--- src/rtl/lsu_mem_cycle.sv ---
// Memory-stage load/store unit: turns the M-stage memory op into one data-bus
// transaction, stalls the pipeline while it is in flight and formats load data.
module lsu_mem_cycle #(
  parameter int unsigned TIMEOUT = 16
) (
  input  logic        i_clk,
  input  logic        i_rst,
  input  logic        i_mem_valid_M,
  input  logic        i_mem_we_M,
  input  logic [2:0]  i_funct3_M,
  input  logic [31:0] i_addr_M,
  input  logic [31:0] i_st_data_M,
  output logic        o_stall_M,
  output logic [31:0] o_ld_data_M,
  output logic        o_ld_valid_M,
  output logic        o_misalign_M,
  output logic        o_bus_err_M,
  output logic        o_dmem_req,
  output logic        o_dmem_we,
  output logic [31:0] o_dmem_addr,
  output logic [31:0] o_dmem_wdata,
  output logic [3:0]  o_dmem_be,
  input  logic        i_dmem_gnt,
  input  logic        i_dmem_rvalid,
  input  logic [31:0] i_dmem_rdata
);

  typedef enum logic [1:0] {S_IDLE, S_REQ, S_WAIT, S_DONE} state_t;

  state_t      state, state_nxt;
  logic [7:0]  cnt;
  logic        we_q;
  logic [2:0]  f3_q;
  logic [1:0]  off_q;
  logic [31:0] addr_q, wdata_q, ld_data_q;
  logic [3:0]  be_q;
  logic        ld_valid_q, bus_err_q;

  logic        legal, is_half, is_word, bad_op, in_idle, accept, expire;
  logic        capture, abort;
  logic [3:0]  be_new;
  logic [31:0] wdata_new, ld_fmt;
  logic [7:0]  byte_sel;
  logic [15:0] half_sel;

  assign legal   = i_mem_we_M ? (i_funct3_M inside {3'b000, 3'b001, 3'b010})
                              : (i_funct3_M inside {3'b000, 3'b001, 3'b010, 3'b100, 3'b101});
  assign is_half = (i_funct3_M[1:0] == 2'b01);
  assign is_word = (i_funct3_M[1:0] == 2'b10);
  assign bad_op  = ~legal | (is_half & i_addr_M[0]) | (is_word & (i_addr_M[1:0] != 2'b00));
  assign in_idle = (state == S_IDLE);
  assign o_misalign_M = i_mem_valid_M & in_idle & bad_op;
  assign accept  = i_mem_valid_M & in_idle & ~bad_op & ~i_rst;
  // >= rather than == so a grant taken on the expiry cycle still gives WAIT one chance
  assign expire  = (cnt >= 8'(TIMEOUT - 1));

  always_comb begin
    be_new    = 4'b1111;
    wdata_new = '0;
    if (i_mem_we_M) begin
      case (i_funct3_M[1:0])
        2'b00: begin
          be_new    = 4'b0001 << i_addr_M[1:0];
          wdata_new = {4{i_st_data_M[7:0]}};
        end
        2'b01: begin
          be_new    = i_addr_M[1] ? 4'b1100 : 4'b0011;
          wdata_new = {2{i_st_data_M[15:0]}};
        end
        default: wdata_new = i_st_data_M;
      endcase
    end
  end

  assign byte_sel = i_dmem_rdata[{off_q, 3'b000} +: 8];
  assign half_sel = i_dmem_rdata[{off_q[1], 4'b0000} +: 16];

  always_comb begin
    case (f3_q)
      3'b000:  ld_fmt = {{24{byte_sel[7]}}, byte_sel};
      3'b001:  ld_fmt = {{16{half_sel[15]}}, half_sel};
      3'b100:  ld_fmt = {24'b0, byte_sel};
      3'b101:  ld_fmt = {16'b0, half_sel};
      default: ld_fmt = i_dmem_rdata;
    endcase
  end

  always_comb begin
    state_nxt  = state;
    o_dmem_req = 1'b0;
    o_stall_M  = 1'b0;
    capture    = 1'b0;
    abort      = 1'b0;
    case (state)
      S_IDLE: begin
        o_stall_M = accept;
        if (accept) state_nxt = S_REQ;
      end
      S_REQ: begin
        o_dmem_req = 1'b1;
        o_stall_M  = 1'b1;
        if (i_dmem_gnt) begin
          state_nxt = we_q ? S_DONE : S_WAIT;
        end else if (expire) begin
          abort     = 1'b1;
          state_nxt = S_DONE;
        end
      end
      S_WAIT: begin
        o_stall_M = 1'b1;
        if (i_dmem_rvalid) begin
          capture   = 1'b1;
          state_nxt = S_DONE;
        end else if (expire) begin
          abort     = 1'b1;
          state_nxt = S_DONE;
        end
      end
      default: state_nxt = S_IDLE;
    endcase
  end

  always_ff @(posedge i_clk or posedge i_rst) begin
    if (i_rst) begin
      state      <= S_IDLE;
      cnt        <= '0;
      we_q       <= 1'b0;
      f3_q       <= '0;
      off_q      <= '0;
      addr_q     <= '0;
      wdata_q    <= '0;
      be_q       <= '0;
      ld_data_q  <= '0;
      ld_valid_q <= 1'b0;
      bus_err_q  <= 1'b0;
    end else begin
      state      <= state_nxt;
      ld_valid_q <= capture;
      bus_err_q  <= abort;
      if (accept) begin
        we_q    <= i_mem_we_M;
        f3_q    <= i_funct3_M;
        off_q   <= i_addr_M[1:0];
        addr_q  <= {i_addr_M[31:2], 2'b00};
        wdata_q <= wdata_new;
        be_q    <= be_new;
        cnt     <= '0;
      end else if (state == S_REQ || state == S_WAIT) begin
        cnt <= cnt + 8'd1;
      end
      if (capture) ld_data_q <= ld_fmt;
      else if (abort) ld_data_q <= '0;
    end
  end

  assign o_dmem_we    = we_q & (state == S_REQ);
  assign o_dmem_addr  = addr_q;
  assign o_dmem_wdata = wdata_q;
  assign o_dmem_be    = be_q;
  assign o_ld_data_M  = ld_data_q;
  assign o_ld_valid_M = ld_valid_q;
  assign o_bus_err_M  = bus_err_q;

endmodule
--- config.mk ---
export PLATFORM = sky130hd
export DESIGN_NAME = lsu_mem_cycle
export DESIGN_NICKNAME = d
export VERILOG_FILES = /design/src/rtl/lsu_mem_cycle.sv
export SDC_FILE = /design/constraint.sdc
export NUM_CORES = 1
export LEC_CHECK = 0
export ABC_AREA = 1
export CAP_MARGIN = 10
export CORE_UTILIZATION = 30
export CTS_CLUSTER_DIAMETER = 40
export DETAILED_ROUTE_END_ITERATION = 10
export GPL_ROUTABILITY_DRIVEN = 0
export GPL_TIMING_DRIVEN = 0
export SYNTH_ARGS = -nofsm -noshare
export SYNTH_HDL_FRONTEND = slang
export SYNTH_SLANG_ARGS = --single-unit
--- constraint.sdc ---
create_clock -name i_clk -period 4.3 [get_ports i_clk]
set_input_delay 0.86 -clock i_clk [delete_from_list [all_inputs] [get_ports i_clk]]
set_output_delay 0.86 -clock i_clk [all_outputs]
set_load 0.005 [all_outputs]
==> run summary <==
Status = completed
Count of final hold-check violations = 0
Count of antenna-violating nets left after detailed routing = 0
Global-route wire length before repair = 29.3 mm
Share of post-route cells with drive strength above 1 = 7.96%
Most repeated library cell on the critical path = clkdlybuf4s50_1
Die X = 140 microns
Critical Path AT = 2.91 ns
Worst setup skew after layout = 0.00924 ns
Minimum period implied by the final worst setup slack = 3.77 ns
Port Buffers = 207
Maximum level of the CTS H-tree = 4
Number of clock buffers inserted by TritonCTS = 17
Part of the Yosys area used for sequential elements = 51.0%
Max frequency = 265 MHz
FF-to-FF setup slack = 2.41 ns
Starting Density = 30.6%
Data required, critical path = 3.44 ns
Detailed-router iteration count before antenna repair = 4
DP Area = 8100 sq um
Initial antenna violation count = 0
Distinct cell type count of the synthesized netlist = 30
Setup bufs post-CTS = 0
Period utilisation layout = 87.6%
Stage delay of the slowest cell on the critical path = 0.52 ns
Die Area = 19,500 sq um
Reg2Reg Launch Point = state[0]
Yosys warning count = 0
Pin count of the biggest net entering global routing = 77
RSZ-0062 raised after global routing = false
CTS tree = done
Via Count = 5,599
Total of hold buffers inserted after clock tree synthesis = 0
Number of global-route vias before repair = 5,610
Vertical extent of the die = 140 microns
Synth Instances = 740
Clock latency reported for the late side of the worst-skew pair = 0.41 ns
Total of flip-flops plus latches after synthesis = 116
DPL Wire Length = 13.6 mm
Overall global routing resource usage = 19.3%
Post-Route Setup TNS = 0 ns
Boundary pin count = 211
Clock edge transition at the registers on the reported setup and hold paths = 0.05 ns
Detailed router's first-iteration violation count = 297
Hold Path End = o_dmem_addr[13]
Post-Route Utilization = 46.5%
Number of stages on the worst hold path = 2
Worst hold path type = register to register
Number of setup violations in the final report = 0
Count of standard-cell rows = 50
Total power per unit cell area = 649 nW/um^2
Slew at the pin with the worst max-slew slack = 0.618 ns
Mean routed wirelength per cell = 15.1 microns
Antenna Cells = 0
Clock root buffer = clkbuf_16
Aggregate global routing overflow = 0
Cell leakage power = 4.21 nW
CP startpoint kind = input port
Worst reg-to-reg path cell count = 8
Kind of cell with the highest combined delay on the critical path = buffers and inverters
Core Box Area = 18,600 sq um
Fin nets = 1,079
Type of the worst setup path = input port to output port
Number of buffers and inverters on the critical path = 5
Layout area overhead = 52.1%
Max-slew headroom = 58.8%
Total Wirelength = 18.3 mm
Syn Std Cell Area = 5700 sq um
Count of maximum capacitance violations = 0
Maximum ir drop on the vdd rail = 0.301 mV
Crit path cell chain = clkdlybuf4s50_1, inv_2, nand3_1, nand2_2, nand3_4, buf_6, buf_2, a21oi_1, clkdlybuf4s50_1
Number of remaining DRC errors = 0
Area of all placed cells without fillers = 8660 sq um
Type of destination of the critical path = output port
Max-slew violations = 0
Gates resized, CTS repair = 0
Drt via density = 4.61
Synthesized area divided by synthesized cell count = 7.70 sq um
Launch point of the worst hold path = o_dmem_addr[13]
Endpoint of the lowest-slack register-to-register path = o_ld_data_M[7]
Critical path's slowest cell = clkdlybuf4s50_1
Clock sink count = 116
Maximum number of buffers from clock root to sink = 2
CP max FO = 10
==> stage by stage <==
step / instances / setup slack (ns) / power, mW / hold WS (ns)
floorplan: 741 / 0.368 / 2.93 / 0.450
global placement: 1182 / -1.68 / 4.24 / 0.462
detailed placement: 1183 / 0.510 / 4.27 / 0.464
CTS: 1214 / 0.507 / 5.68 / 0.480
global route: 1214 / 0.434 / 6.05 / 0.500
finish: 1214 / 0.533 / 5.62 / 0.477
==> area by class of cell <==
type / count / area [sq um]
tap: 234 / 293
clock inverter: 12 / 133
inverter: 51 / 201
multi-input combinational: 538 / 2390
sequential: 116 / 2900
timing repair buffer: 208 / 2100
fill: 1897 / 9980
clock buffer: 19 / 433
buffer: 36 / 210
==> flip-flops by register name (all words and copies together), names as in the netlist <==
| register | count |
|---|---|
| we_q | 1 |
| f3_q | 3 |
| o_dmem_addr | 30 |
| o_dmem_be | 4 |
| cnt | 8 |
| o_dmem_wdata | 32 |
| state | 2 |
| off_q | 2 |
| o_ld_data_M | 32 |
| o_bus_err_M | 1 |
| o_ld_valid_M | 1 |
==> cells by family after synthesis <==
family | synth area share, %
compound gates | 9.99
other cells | 0.0658
flops | 51.0
simple gates | 30.2
buf+inv | 7.14
fa+ha+maj | 1.32
xor+xnor | 0.308
==> tightest hold or removal path, cell delays in order, from the launching register on <==
cell and delay (ns):
dfrtp_1 0.33, nand2_1 0.05, nand2_1 0.06
==> placed cells by master, fill, tap and decap left out, types with 2 or more instances in the layout <==
| cell type | synthesis | layout |
|---|---|---|
| nand2_1 | 281 | 281 |
| clkdlybuf4s50_1 | 0 | 207 |
| dfrtp_1 | 116 | 116 |
| nor2_1 | 65 | 65 |
| nand3_1 | 53 | 53 |
| o21ai_0 | 51 | 51 |
| inv_1 | 46 | 45 |
| a21oi_1 | 36 | 36 |
| clkbuf_16 | 0 | 17 |
| buf_2 | 15 | 15 |
| o21ai_1 | 11 | 11 |
| or2_2 | 10 | 10 |
| clkbuf_1 | 7 | 9 |
| buf_4 | 7 | 7 |
| o211ai_1 | 6 | 6 |
| ha_1 | 6 | 6 |
| buf_6 | 4 | 4 |
| inv_2 | 3 | 3 |
| nand2_2 | 3 | 3 |
| o22ai_1 | 3 | 3 |
| inv_6 | 0 | 3 |
| buf_1 | 3 | 3 |
| clkinv_2 | 0 | 3 |
| clkinvlp_4 | 0 | 3 |
| inv_4 | 2 | 2 |
| o21bai_1 | 2 | 2 |
| nand4_1 | 2 | 2 |
| conb_1 | 1 | 2 |
| clkinv_4 | 0 | 2 |
| bufinv_16 | 0 | 2 |
==> worst max-delay path by stage <==
| stage | depth (start not counted) | slack, ns | from | to |
|---|---|---|---|---|
| 2_1_floorplan | 1 | 0.37 | i_rst | cnt[0] |
| 3_3_place_gp | 2 | -1.68 | i_rst | o_dmem_addr[2] |
| 3_5_place_dp | 9 | 0.51 | i_funct3_M[0] | o_stall_M |
| 4_1_cts | 9 | 0.51 | i_funct3_M[0] | o_stall_M |
| 5_1_grt | 9 | 0.43 | i_funct3_M[0] | o_stall_M |
| 6_report | 9 | 0.53 | i_funct3_M[0] | o_stall_M |
==> layer usage <==
layer  global-route usage (%)  part of all wire (%)  vias to the layer above
met1                     24.5                    45                     2589
met2                     30.7                    45                      180
met3                     6.88                   8.0                       15
met4                     5.21                   1.1                        0
met5                        0                     0                        -
li1                         -                     -                     2815
==> synthesized netlist by cell type (all sizes together) <==
library cell	number	area, sq um
xnor2	1	8.76
xor2	1	8.76
o22ai	3	18.8
nor3b	1	7.51
nand4	2	12.5
o211ai	6	45.0
dfrtp	116	2900
ha	6	75.1
o21ai	62	310
clkbuf	7	26.3
conb	1	3.75
nor2	67	275
nand3b	1	7.51
nand2	284	1070
a21oi	36	180
o21bai	2	15.0
inv	51	196
or2	10	62.6
buf	29	184
nand3	54	283
==> power breakdown <==
| group | leakage, nW | internal [mW] | total (mW) | switching, mW |
|---|---|---|---|---|
| clock network | 0.270 | 0.851 | 1.37 | 0.519 |
| registers | 1.49 | 1.58 | 1.88 | 0.306 |
| logic | 2.45 | 1.28 | 2.37 | 1.09 |
Power figures use the tool's default switching activity.
